==> config.mk <==
export PLATFORM = sky130hd
export DESIGN_NAME = truth_table_sweeper
export DESIGN_NICKNAME = d
export VERILOG_FILES = /design/src/rtl/truth_table_sweeper.sv
export SDC_FILE = /design/constraint.sdc
export NUM_CORES = 1
export LEC_CHECK = 0
export ABC_CLOCK_PERIOD_IN_PS = 5040
export BUFFER_PORTS_ARGS = -buffer_cell sky130_fd_sc_hd__buf_4
export CORE_ASPECT_RATIO = 0.5
export CORE_MARGIN = 3
export CORE_UTILIZATION = 49
export CTS_CLUSTER_SIZE = 20
export DETAILED_ROUTE_END_ITERATION = 10
export PLACE_DENSITY_LB_ADDON = 0.2
export SLEW_MARGIN = 10
export SYNTH_ARGS = -nofsm -noshare
export SYNTH_HDL_FRONTEND = slang
export SYNTH_SLANG_ARGS = --single-unit
==> constraint.sdc <==
create_clock -name clk -period 5.04 [get_ports clk]
set_input_delay 0.504 -clock clk [delete_from_list [all_inputs] [get_ports clk]]
set_output_delay 0.504 -clock clk [all_outputs]
set_load 0.005 [all_outputs]
==> src/rtl/truth_table_sweeper.sv <==
// truth_table_sweeper
//
// Self-test controller for the 2x4-decoder function block
// F = (AB' + A'B)(C + D'). The sweep applies all 16 ABCD codes in order
// (A is bit 3) and holds each one for SETTLE_CYCLES cycles. It then samples F
// for one cycle and builds a 16-bit truth table, which it compares with
// EXPECTED.
//
// Optional feature, macro TTS_STUCK_FLAG_EN:
//   Adds the 'stuck' output. It is set at done when the captured table is
//   all zeros or all ones, which means F is stuck at a constant.
//
// Ports:
//   clk        in   system clock, rising edge
//   rst_n      in   asynchronous active-low reset
//   start      in   begin a sweep (taken in IDLE or DONE only)
//   f_in       in   datapath output F
//   abcd_out   out  [3:0] datapath inputs {A,B,C,D}, registered
//   busy       out  high while a sweep is in progress
//   done       out  one-cycle pulse when the sweep completes
//   table_out  out  [15:0] captured truth table, bit i = F for code i
//   match      out  table_out == EXPECTED, valid from done onward
//   cur_index  out  [3:0] code currently applied
//   state_dbg  out  [1:0] FSM state (0 IDLE, 1 SETTLE, 2 SAMPLE, 3 DONE)
//   stuck      out  F stuck-at flag (only with TTS_STUCK_FLAG_EN)
//
// Handshake: start is a request with no ready signal. The sweep accepts it
// on any rising edge where the FSM is in IDLE or DONE, and drops it silently
// otherwise. busy is high from the accepting edge until the sweep completes.
// done marks completion for exactly one cycle.
module truth_table_sweeper #(
  parameter int          SETTLE_CYCLES = 2,
  parameter logic [15:0] EXPECTED      = 16'h0DD0
) (
  input  logic        clk,
  input  logic        rst_n,
  input  logic        start,
  input  logic        f_in,
  output logic [3:0]  abcd_out,
  output logic        busy,
  output logic        done,
  output logic [15:0] table_out,
  output logic        match,
  output logic [3:0]  cur_index,
  output logic [1:0]  state_dbg
`ifdef TTS_STUCK_FLAG_EN
  ,
  output logic        stuck
`endif
);

  if (SETTLE_CYCLES < 1 || SETTLE_CYCLES > 255) begin : g_bad_settle
    $error("truth_table_sweeper: SETTLE_CYCLES must be in 1..255");
  end

  localparam logic [7:0] RELOAD = 8'(SETTLE_CYCLES - 1);

  typedef enum logic [1:0] {
    S_IDLE   = 2'd0,
    S_SETTLE = 2'd1,
    S_SAMPLE = 2'd2,
    S_DONE   = 2'd3
  } state_t;

  state_t      state_q, state_d;
  logic [7:0]  cnt_q, cnt_d;
  logic [3:0]  idx_q, idx_d;
  logic [15:0] table_q, table_d;
  logic [15:0] sampled_table;
  logic        match_q, match_d;
  logic        busy_q, busy_d;
  logic        done_q, done_d;
`ifdef TTS_STUCK_FLAG_EN
  logic        stuck_q, stuck_d;
`endif

  always_comb begin
    state_d = state_q;
    cnt_d   = cnt_q;
    idx_d   = idx_q;
    table_d = table_q;
    match_d = match_q;
    busy_d  = busy_q;
    done_d  = 1'b0;
`ifdef TTS_STUCK_FLAG_EN
    stuck_d = stuck_q;
`endif
    // Table with the current code's bit replaced by F. match and stuck are
    // judged on this table, so bit 15 is included at the DONE edge.
    sampled_table         = table_q;
    sampled_table[idx_q]  = f_in;

    case (state_q)
      S_IDLE, S_DONE: begin
        if (start) begin
          state_d = S_SETTLE;
          cnt_d   = RELOAD;
          idx_d   = 4'd0;
          table_d = 16'h0000;
          match_d = 1'b0;
          busy_d  = 1'b1;
`ifdef TTS_STUCK_FLAG_EN
          stuck_d = 1'b0;
`endif
        end else if (state_q == S_DONE) begin
          state_d = S_IDLE;
        end
      end
      S_SETTLE: begin
        if (cnt_q == 8'd0) state_d = S_SAMPLE;
        else               cnt_d   = cnt_q - 8'd1;
      end
      S_SAMPLE: begin
        table_d = sampled_table;
        if (idx_q == 4'd15) begin
          // Last code: stay on 4'hF and finish without wrapping.
          state_d = S_DONE;
          busy_d  = 1'b0;
          done_d  = 1'b1;
          match_d = (sampled_table == EXPECTED);
`ifdef TTS_STUCK_FLAG_EN
          stuck_d = (sampled_table == 16'h0000) || (sampled_table == 16'hFFFF);
`endif
        end else begin
          state_d = S_SETTLE;
          idx_d   = idx_q + 4'd1;
          cnt_d   = RELOAD;
        end
      end
      default: state_d = S_IDLE;
    endcase
  end

  always_ff @(posedge clk or negedge rst_n) begin
    if (!rst_n) begin
      state_q <= S_IDLE;
      cnt_q   <= 8'd0;
      idx_q   <= 4'd0;
      table_q <= 16'h0000;
      match_q <= 1'b0;
      busy_q  <= 1'b0;
      done_q  <= 1'b0;
`ifdef TTS_STUCK_FLAG_EN
      stuck_q <= 1'b0;
`endif
    end else begin
      state_q <= state_d;
      cnt_q   <= cnt_d;
      idx_q   <= idx_d;
      table_q <= table_d;
      match_q <= match_d;
      busy_q  <= busy_d;
      done_q  <= done_d;
`ifdef TTS_STUCK_FLAG_EN
      stuck_q <= stuck_d;
`endif
    end
  end

  // The applied code and the index are one register seen under two names.
  assign abcd_out  = idx_q;
  assign cur_index = idx_q;
  assign busy      = busy_q;
  assign done      = done_q;
  assign table_out = table_q;
  assign match     = match_q;
  assign state_dbg = state_q;
`ifdef TTS_STUCK_FLAG_EN
  assign stuck     = stuck_q;
`endif

endmodule

# [Yosys cells after proc, flatten, opt, wreduce, memory -nomap -nowiden]
# Index checks and enable logic that the tools add are counted.
[word_totals] ff_bits=33 in_bits=4 output_inout_bits=29 wordCells=57
[classes] addsub=2 n_lt_le_gt_ge=2 eq_ne=11 n_mux=25 n_reduce_logical=10
[op_table] op="one-hot mux 16 bit (2 select lines)" n=1
[op_table] op="two-way mux 8 bit" n=3
[op_table] op="one-hot mux 8 bit (3 select lines)" n=1
[op_table] op="bitwise mux 16 bit" n=1
[op_table] op="equality test 16 x 12 -> 1 bit (second input constant)" n=1
[op_table] op="two-way mux 16 bit" n=1
[op_table] op="!= test 2 bit (second input constant)" n=5
[op_table] op="AND reduction 3 bit" n=3
[op_table] op="zero test 8 bit" n=1
[op_table] op="two-way mux 2 bit" n=4
[op_table] op="two-way mux 4 bit" n=2
[op_table] op="one-hot mux 4 bit (2 select lines)" n=1
[op_table] op="subtractor 8 x 1 -> 8 bit (second input constant)" n=1
[op_table] op="two-way mux 1 bit" n=7
[op_table] op="one-hot mux 2 bit (3 select lines)" n=1
[op_table] op="< comparator 4 x 5 -> 1 bit (second input constant)" n=1
[op_table] op="adder 4 x 1 -> 4 bit (second input constant)" n=1
[op_table] op="demux 1 bit (select 4 bit)" n=1
[op_table] op="equality test 2 bit (second input constant)" n=2
[op_table] op="equality test 4 bit (second input constant)" n=1
[op_table] op="greater-or-equal comparator 4 x 1 -> 1 bit (second input constant)" n=1
[op_table] op="one-hot mux 1 bit (2 select lines)" n=2
[op_table] op="AND reduction 2 bit" n=2
[op_table] op="!= test 3 bit (second input constant)" n=1
[op_table] op="other kinds (5)" n=5

# [Logic depth before layout (Yosys ltp)]
# Gate-level depths: netlist (run 1).
[logic_depth] ltp_word=8 ltp_mapped=9 mapped_depth_nobuf=7

# [Worst setup path after synthesis (run 1)]
# No wires, ideal clock.
[synth_path] path_type="register to register" from="register cnt_q[0]" to="register cnt_q[7]" setup_ps=121 arrival_ps=1692 t_required_ps=4919 slack_ps=3227 stages_incl_launch_ff=8 path_buffers=0 period_less_slack_ps=1813 cell_sequence="dfrtp_1 inv_1 ha_1 or4b_4 nand3_2 nor3_1 mux2_1 a22o_1"
[synth_between] elab_chain_len=3 elab_cells_between_ends=6 classes_between="add/sub: 1; eq/ne: 1; mux: 2; reduce/logical: 2"
[synth_rtl] element="from (decl)" line="66" rtl="logic [7:0] cnt_q, cnt_d;"
[synth_rtl] element="from (signal assigned)" line="148" rtl="cnt_q <= cnt_d;"
[synth_rtl] element="subtractor 8 x 1 -> 8 bit / zero test 8 bit (equally long branches)" line="111, 110"
[synth_rtl] element="two-way mux 8 bit / != test 2 bit (equally long branches)"
[synth_rtl] element="one-hot mux 8 bit (3 select lines) / AND reduction 3 bit (equally long branches)"
# Parallel ways exist; a longest one is shown, timed or not. The select of a mux whose other input is x is not followed.
# A chain may end at the register's enable or synchronous reset.

# [Worst setup path after layout (run 1)]
[layout_path] from="register idx_q[0], in the netlist abcd_out[0]" to="register cnt_q[7]"
[layout_between] elab_chain_len=3
[layout_rtl] element="from (decl)" line="67" rtl="logic [3:0] idx_q, idx_d;"
[layout_rtl] element="from (signal assigned)" line="149" rtl="idx_q <= idx_d;"
[layout_rtl] element="equality test 4 bit" line="115" rtl="if (idx_q == 4'd15) begin"
[layout_rtl] element="!= test 2 bit (no source line)"
[layout_rtl] element="AND reduction 3 bit (no source line)"
# No other way between the ends.

==> run summary, run 1 <==
Setup Buffers After CTS = 0
Gr ovfl total = 0
PostCTS Resize Cnt = 0
GRT Overall Usage = 21.3%
Max-cap violations = 0
Vias in the first global route = 1787
Largest net degree at the start of global routing = 34
Yosys cell types = 50
DR DRC count = 0
Port bufs = 32
Setup Skew = 0.00339 ns
Arrival time of the worst setup path = 2.48 ns
Fillers = 371
Via density per instance = 5.97
Share of layout cells above drive strength 1 = 18.3%
Hold WS = 0.160 ns
Initial core utilization = 53.0%
Worst Path Required = 5.21 ns
Die X = 99.8 um
Synthesis warning total = 0
Ranking of synthesized cells by area = dfrtp_1 38%, o21ai_0 9.3%, ha_1 5.8%
Final HPWL DP = 3.65 mm
Mapped cell area = 2160 um2
Crit Path Max Fanout = 14
DR pass1 iterations = 4
Clk pin slew, worst setup/hold paths = 0.07 ns
Leakage = 0.00117 uW
Final setup violating endpoints = 0
Ys flop type = dfrtp_1
Core ar. = 4060 um2
CTS Hold Buffers Added = 0
Synth top area share = 38.3%
Routed WL per cell = 16.3 um
Commonest non-fill, non-tap cells in the layout = 39 x o21ai_0, 33 x dfrtp_1, 33 x buf_4
Clock latency on the worst-skew pair = 0.28 ns
Seq cells post-synth = 33
PwrDens = 364 nW/um2
Min-Delay Path Class = in -> async
Max_slew headroom = 55.8%
Antenna diodes = 0
1st-iter DRT viols = 127
FP Rows = 16
Mapped Avg Cell Area = 8.69 um2
Initial antenna violation count = 0
Total Neg Setup Slack = 0 ns
Layout area overhead = 13.5%
Ys async rst share = 100%
Detail Route Antenna Nets = 0
Commonest non-fill, non-tap cell in the layout = o21ai_0
Worst Setup Start Kind = flop
Outcome = finished, final reports clean
Max-slew violations = 0
Design area = 2450 um2
Final hold vios = 0
Max Clk Rate = 432 MHz
IO Pins = 33
EDFF count, synth = 0
Crit Path Category = reg -> reg
Via count = 1922
GPL Wtd Cong = 0.885
CTS buffer count = 5
RSZ-0062 raised after global routing = no
NumNets Final = 282
First-pass GRT wire length = 8.74 mm
CTS root buffer = clkbuf_8
Register area share after synthesis = 38.3%
CTS tree = done
Clock sink total = 33
CP Capture Type = flop
Minimum clock period = 2.31 ns
Total Wirelength = 5.25 mm
Dpl cell area = 2360 um2
Die area = 5280 um2
H-tree depth = 2
Vert. Die Dim = 52.9 um
VDD IR max = 132 uV
Worst-Margin Slew = 0.662 ns
Cells after synthesis = 248
Synth area leader = dfrtp_1
Post-synth net total = 262
Clock Tree Buf Depth = 2
Part of the cycle the worst path needs = 45.9%
[cell usage after synthesis, types with 2 or more instances]
cell type / instances
nor2b_1: 4
nand3_2: 2
a31oi_1: 2
buf_4: 4
clkbuf_1: 9
nand2_1: 20
nand2b_1: 6
a211oi_1: 2
buf_6: 2
o21ai_0: 40
buf_2: 4
a21oi_1: 19
and3_1: 3
dfrtp_1: 33
a21o_1: 3
inv_1: 11
a22oi_1: 2
nor3_1: 6
nor2_1: 12
nand3_1: 5
mux2i_1: 6
o31ai_1: 5
nand4_1: 5
a22o_1: 8
ha_1: 10
[area by class of cell]
class | count | area, um2 | share of cell area (%)
multi-input cells | 184 | 1180 | 48.2
flip-flops and latches | 33 | 826 | 33.7
repair buffers | 33 | 248 | 10.1
clock buffers | 7 | 86.3 | 3.53
well taps | 54 | 67.6 | 2.76
inverters | 11 | 41.3 | 1.69
[registers in the layout (all words and copies together), names as in the netlist]
signal / cells
table_out: 16
cnt_q: 8
abcd_out: 4
state_dbg: 2
busy: 1
done: 1
match: 1
[final timing paths]
kind	depth (start not counted)	slack, ns	from	endpoint
max in group asynchronous	1	4.57	rst_n	table_out[9]
min	1	0.16	rst_n	cnt_q[3]
max reg2reg	6	2.73	abcd_out[0]	cnt_q[7]
min reg2reg	2	0.52	table_out[4]	table_out[4]
min in group clk	2	0.52	table_out[4]	table_out[4]
max	6	2.73	abcd_out[0]	cnt_q[7]
[cells by family after synthesis]
group                      Yosys count  synth area share (%)
and+or+nand+nor                     74                  19.0
DFF                                 33                  38.3
muxes                                7                  3.31
buffers and inverters               31                  7.02
AOI/OAI and AO/OA                   93                  26.5
adders and majority gates           10                  5.80
[stage by stage]
| step | utilization, % | setup WS [ns] | instances | power, uW |
|---|---|---|---|---|
| final | 60.2 | 2.73 | 322 | 890 |
| after global routing | 60.2 | 2.50 | 322 | 950 |
| after CTS | 60.2 | 2.77 | 322 | 893 |
| after detailed placement | 58.1 | 2.79 | 315 | 685 |
| after global placement | 58.1 | 2.89 | 315 | 678 |
| after floorplan | - | 3.23 | 248 | 593 |
[per-layer routing]
| layer | global-route usage (%) | up-vias | share of wire (%) |
|---|---|---|---|
| li1 | - | 930 | - |
| met2 | 34.3 | 62 | 46 |
| met4 | 3.63 | 0 | 0.19 |
| met1 | 29.5 | 928 | 48 |
| met3 | 5.39 | 2 | 5.9 |
| met5 | 0 | - | 0 |
[worst max-delay path, cell delays in order (launching register included)]
cell and delay, ns:
dfrtp_1 0.52, ha_1 0.55, nand4_1 0.31, nand2_2 0.29, nor2_1 0.06, mux2_1 0.29
a22o_1 0.18
[power by group]
group / switching, uW / leakage, uW / total (uW) / internal, uW
sequential: 47.5 / 0.000442 / 342 / 294
clock: 96.1 / 0.0000443 / 205 / 108
combinational: 199 / 0.000681 / 344 / 144
total: 343 / 0.00117 / 890 / 547
Note: power is estimated with default switching activity, not from simulation.
==> run 2: changes to the inputs <==
--- a/config.mk
+++ b/config.mk
@@ -5,7 +5,7 @@
 export SDC_FILE = /design/constraint.sdc
 export NUM_CORES = 1
 export LEC_CHECK = 0
-export ABC_CLOCK_PERIOD_IN_PS = 5040
+export ABC_CLOCK_PERIOD_IN_PS = 2300
 export BUFFER_PORTS_ARGS = -buffer_cell sky130_fd_sc_hd__buf_4
 export CORE_ASPECT_RATIO = 0.5
 export CORE_MARGIN = 3
==> constraint.sdc (replaced) <==
create_clock -name clk -period 2.3 [get_ports clk]
set_input_delay 0.23 -clock clk [delete_from_list [all_inputs] [get_ports clk]]
set_output_delay 0.23 -clock clk [all_outputs]
set_load 0.005 [all_outputs]
==> run 2 against run 1 <==
Net effect: first-iteration DRC count shrank 53%; final area grew 2.9%; non-clock buffer count grew 10; critical path depth grew 1; via count grew 1.5%; die area is the same; clock skew shrank 0.0015 ns; flip-flop and latch count is the same; cell count grew 3.4%; register-to-register slack lost 2.6 ns; maximum frequency grew 8.9%; largest power group unchanged.
==> run summary, run 2 (same netlist as run 1, synthesis figures left out) <==
Worst-Margin Slew = 0.518 ns (-0.145 ns)
FP Rows = 16 (unchanged)
Max reg flops = 16 (unchanged)
First-pass GRT wire length = 9.20 mm (+5.4%)
GRT Overall Usage = 22.1% (+0.85 points)
Worst Path Required = 2.52 ns (-2.69 ns)
Final hold vios = 0 (unchanged)
Clk pin slew, worst setup/hold paths = 0.07 ns (about the same)
CTS tree = done
Minimum clock period = 2.12 ns (-0.190 ns)
Leakage = 0.00121 uW (+3.8%)
Gr ovfl total = 0 (unchanged)
Clock Tree Buf Depth = 2 (unchanged)
Port bufs = 32 (unchanged)
RSZ-0062 raised after global routing = no
Final setup violating endpoints = 0 (unchanged)
HP Start = start
Final HPWL DP = 3.72 mm (+1.8%)
Die area = 5280 um2 (unchanged)
Initial core utilization = 53.0% (unchanged)
Core ar. = 4060 um2 (unchanged)
Vert. Die Dim = 52.9 um (unchanged)
Min-Delay Path Class = in -> reg
H-tree depth = 2 (unchanged)
Vias in the first global route = 1940 (+8.6%)
Total Neg Setup Slack = 0 ns (unchanged)
DR pass1 iterations = 4 (unchanged)
Clock latency on the worst-skew pair = 0.28 ns (about the same)
Post-layout util = 62.0% (+1.8 points)
Max-slew violations = 0 (unchanged)
PwrDens = 777 nW/um2 (+110%)
Crit Path Max Fanout = 12 (-2)
NumNets Final = 292 (+3.5%)
Share of layout cells above drive strength 1 = 20.4% (+2.1 points)
Worst R2R Start = abcd_out[0]
Crit Path Category = reg -> reg
Routed WL per cell = 15.6 um (-4.2%)
1st-iter DRT viols = 60 (-53%)
Total Wirelength = 5.20 mm (-0.93%)
VDD IR max = 307 uV (+130%)
Max_slew headroom = 65.5% (+9.6 points)
Commonest non-fill, non-tap cells in the layout = 42 x buf_4, 39 x o21ai_0, 33 x dfrtp_1
Largest net degree at the start of global routing = 34 (unchanged)
Layout area overhead = 16.8%
Design Power = 1960 uW (+120%)
Max-cap violations = 0 (unchanged)
CTS buffer count = 5 (unchanged)
Die X = 99.8 um (unchanged)
DR DRC count = 0 (unchanged)
Worst Setup Start Kind = flop
IO Pins = 33 (unchanged)
Outcome = finished, final reports clean
GPL Wtd Cong = 0.914 (+3.3%)
Commonest non-fill, non-tap cell in the layout = buf_4
Setup Buffers After CTS = 0 (unchanged)
Max Clk Rate = 471 MHz (+8.9%)
Arrival time of the worst setup path = 2.35 ns (-0.13 ns)
Antenna diodes = 0 (unchanged)
Via count = 1950 (+1.5%)
CTS root buffer = clkbuf_8
CP Capture Type = flop
Clock sink total = 33 (unchanged)
Detail Route Antenna Nets = 0 (unchanged)
Via density per instance = 5.86 (-1.9%)
Part of the cycle the worst path needs = 92.4% (+46 points)
CP Launch Point = abcd_out[0]
Initial antenna violation count = 0 (unchanged)
Setup Skew = 0.00193 ns (-0.00146 ns)
==> run 2: per-layer routing <==
metal | vias up | track usage [%] | share of wire (%)
li1 | 954 | - | -
met5 | - | 0 | 0
met4 | 0 | 4.08 | 0.38
met3 | 6 | 6.58 | 6.1
met1 | 935 | 29.8 | 49
met2 | 55 | 35.9 | 45
==> run 2: through the flow <==
step | setup slack [ns] | hold WS, ns | cells | cell area (um2)
2_1_floorplan | 0.487 | -0.0656 | 248 | 2160
3_3_place_gp | 0.318 | 0.206 | 324 | 2430
3_5_place_dp | 0.278 | 0.211 | 324 | 2430
4_1_cts | 0.218 | 0.280 | 333 | 2520
5_1_grt | 0.00961 | 0.304 | 333 | 2520
6_report | 0.176 | 0.288 | 333 | 2520
==> run 2: cell type report <==
type	instances	area, um2
sequential	33	826
fill	376	1550
timing repair buffer	43	325
multi-input combinational	184	1180
inverter	11	41.3
tap	54	67.6
clock buffer	8	80.1
==> run 2: power breakdown <==
group | internal, uW | total, uW | leakage [uW] | switching [uW]
clock network | 215 | 424 | 0.0000395 | 208
registers | 646 | 740 | 0.000442 | 94.8
logic | 346 | 793 | 0.000730 | 447
total | 1210 | 1960 | 0.00121 | 750
==> run 2: repair_timing <==
item / in CTS / in global routing
endpoints found under the hold margin: 33 / 0
gates resized for setup: 0 / 0
setup endpoints to repair: 0 / 0
hold buffers: 1 / 0
==> run 2: worst paths after layout <==
path | endpoint | slack [ns] | cells after the start
max | cnt_q[2] | 0.18 | 7
max reg2reg | cnt_q[2] | 0.18 | 7
max in group asynchronous | table_out[12] | 1.56 | 2
min reg2reg | table_out[4] | 0.52 | 2
min | busy | 0.29 | 3
min in group asynchronous | cnt_q[6] | 0.43 | 2
==> run 2: worst max-delay path: stages (launching register included) <==
cell and delay (ns):
dfrtp_1 0.50, ha_1 0.30, buf_4 0.19, and3_1 0.25, a21oi_1 0.33, nand2_1 0.16
o21ai_0 0.19, a22o_1 0.14
==> run 3: changes to the inputs <==
--- a/config.mk
+++ b/config.mk
@@ -8,11 +8,11 @@
 export ABC_CLOCK_PERIOD_IN_PS = 2300
 export BUFFER_PORTS_ARGS = -buffer_cell sky130_fd_sc_hd__buf_4
 export CORE_ASPECT_RATIO = 0.5
-export CORE_MARGIN = 3
+export CORE_MARGIN = 5
 export CORE_UTILIZATION = 49
 export CTS_CLUSTER_SIZE = 20
 export DETAILED_ROUTE_END_ITERATION = 10
-export PLACE_DENSITY_LB_ADDON = 0.2
+export PLACE_DENSITY = 0.7
 export SLEW_MARGIN = 10
 export SYNTH_ARGS = -nofsm -noshare
 export SYNTH_HDL_FRONTEND = slang
==> run 3 against run 2 <==
Net effect: final area is essentially flat; clock skew grew 0.0026 ns; sequential share of layout area is essentially flat; largest power group unchanged; register-to-register slack gained 0.09 ns; worst setup slack gained 0.095 ns; worst hold slack gained 0.021 ns; combinational power shrank 2%; largest cell class unchanged; count of clock-buffer cells in the layout shrank 1.
==> run summary, run 3 (same netlist as run 1, synthesis figures left out) <==
Outcome = finished, final reports clean
Total Neg Setup Slack = 0 ns (unchanged)
GPL Wtd Cong = 0.858 (-6.1%)
Worst Path Required = 2.49 ns (-0.03 ns)
CTS root buffer = clkbuf_8
Vias in the first global route = 1881 (-3.0%)
Port bufs = 32 (unchanged)
Clock sink total = 33 (unchanged)
Clk pwr share = 22.2% (+0.6 points)
IO Pins = 33 (unchanged)
Max-slew violations = 0 (unchanged)
Max reg flops = 16 (unchanged)
Setup Skew = 0.00457 ns (+0.00264 ns)
Reg-to-reg endpoint = match
Antenna diodes = 0 (unchanged)
NumNets Final = 291 (-0.34%)
Placed Cells incl. Taps = 326 (+0.62%)
Crit path capture = match
VDD IR max = 289 uV (-5.8%)
Reg-to-reg slack, setup = 0.27 ns (+0.09 ns)
Crit Path Max Fanout = 11 (-1)
Gr ovfl total = 0 (unchanged)
Routed WL per cell = 15.6 um (+0.10%)
Share of layout cells above drive strength 1 = 20.6% (+0.15 points)
PostCTS Resize Cnt = 0 (unchanged)
Setup Buffers After CTS = 0 (unchanged)
RSZ-0062 raised after global routing = no
Power Internal = 1220 uW (+0.98%)
Arrival time of the worst setup path = 2.21 ns (-0.14 ns)
Worst Setup Start Kind = flop
Grt met2 use = 29.8% (-6.1 points)
Setup ws final = 0.271 ns (+0.0950 ns)
Commonest non-fill, non-tap cell in the layout = buf_4
Total Wirelength = 5.23 mm (+0.40%)
Initial antenna violation count = 0 (unchanged)
Pre-CTS setup slack = 0.282 ns (+0.00494 ns)
Sw Pwr = 737 uW (-1.7%)
Final hold vios = 0 (unchanged)
Post-layout util = 58.4% (-3.6 points)
Layout area overhead = 16.9% (about the same)
DR pass1 iterations = 5 (+1)
Die X = 104 um (+4.0%)
Die area = 5910 um2 (+12%)
Clk pin slew, worst setup/hold paths = 0.07 ns (about the same)
Met1 Resource Use GR = 24.4% (-5.4 points)
Crit Path Category = reg -> reg
Post-route insts no fill = 334 (+0.30%)
Max-cap violations = 0 (unchanged)
Multi-input logic area = 1180 um2 (unchanged)
GRT Overall Usage = 18.4% (-3.8 points)
CP Capture Type = flop
Min-Delay Path Class = in -> reg
H-tree depth = 2 (unchanged)
Via count = 1948 (-0.10%)
FP Rows = 17 (+1)
Clock Tree Buf Depth = 2 (unchanged)
Register area = 826 um2 (unchanged)
CTS buffer count = 5 (unchanged)
First-pass GRT wire length = 8.86 mm (-3.7%)
Max_slew headroom = 67.5% (+2.0 points)
Clock latency on the worst-skew pair = 0.28 ns (about the same)
Final setup violating endpoints = 0 (unchanged)
Core ar. = 4320 um2 (+6.2%)
Largest net degree at the start of global routing = 34 (unchanged)
Flop pwr share = 37.9% (about the same)
Busiest grt layer = met2
CTS tree = done
Fillers = 398 (+5.9%)
PwrDens = 776 nW/um2 (-0.16%)
Leakage = 0.00121 uW (about the same)
Hold WS = 0.310 ns (+0.0213 ns)
Detail Route Antenna Nets = 0 (unchanged)
GR Util met3 = 4.48% (-2.1 points)
Reg2Reg Depth = 7 (unchanged)
Logic pwr share = 39.9% (-0.6 points)
DR DRC count = 0 (unchanged)
Final HPWL DP = 3.78 mm (+1.6%)
Max Clk Rate = 493 MHz (+4.7%)
Initial core utilization = 49.9% (-3.1 points)
Vert. Die Dim = 56.9 um (+7.6%)
CP Launch Point = state_dbg[0]
Worst-Margin Slew = 0.488 ns (-0.0300 ns)
1st-iter DRT viols = 108 (+80%)
Minimum clock period = 2.03 ns (-0.0950 ns)
Worst R2R Start = state_dbg[0]
Via density per instance = 5.83 (-0.40%)
Switch share = 37.7% (-0.64 points)
Commonest non-fill, non-tap cells in the layout = 41 x buf_4, 39 x o21ai_0, 33 x dfrtp_1
Part of the cycle the worst path needs = 88.2% (-4.1 points)
==> run 3: cell count changes in the layout (fill, tap and decap cells not counted), sizes merged <==
cell	delta
buf	-1
clkbuf	-1
==> run 3: critical path, cell delays in order, from the launching register on <==
cell and delay (ns):
dfrtp_1 0.41, inv_1 0.08, ha_1 0.33, nand2b_1 0.33, nand3_1 0.15, o21ai_0 0.26, nand4_1 0.13, o31ai_1 0.25
==> run 3: cell type report <==
type | count | share of cell area (%)
multi-input cells | 184 | 46.7
flip-flops and latches | 33 | 32.8
repair buffers | 42 | 12.6
clock buffers | 7 | 3.42
well taps | 57 | 2.83
inverters | 11 | 1.64
==> run 3: power by group through the flow <==
stage,sequential (uW),combinational [uW],clock [uW]
after floorplan,723,578,0
final,741,780,435
after global routing,753,880,476
after CTS,740,781,457
after global placement,745,765,0
after detailed placement,750,776,0
==> run 3: worst min path at each step <==
| stage | startpoint | endpoint | slack, ns | cells after the start |
|---|---|---|---|---|
| after floorplan | rst_n | abcd_out[0] | -0.07 | 0 |
| after global placement | rst_n | table_out[1] | 0.20 | 1 |
| after detailed placement | rst_n | table_out[2] | 0.21 | 1 |
| after CTS | start | busy | 0.30 | 3 |
| after global routing | start | abcd_out[1] | 0.40 | 4 |
| final | start | busy | 0.31 | 3 |
==> run 3: through the flow <==
step	power, uW	cell area, um2
after floorplan	1300	2160
after global placement	1510	2420
after detailed placement	1530	2420
after CTS	1980	2520
after global routing	2110	2520
final	1960	2520
==> run 3: timing repair <==
action	4_1_cts	5_1_grt
hold buffers	1	0
setup endpoints to repair	0	0
hold endpoints to repair	33	0
==> run 3: metal layers <==
layer	up-vias	part of all wire (%)
li1	954	-
met1	935	47
met2	53	47
met3	6	4.4
met4	0	1.2
met5	-	0
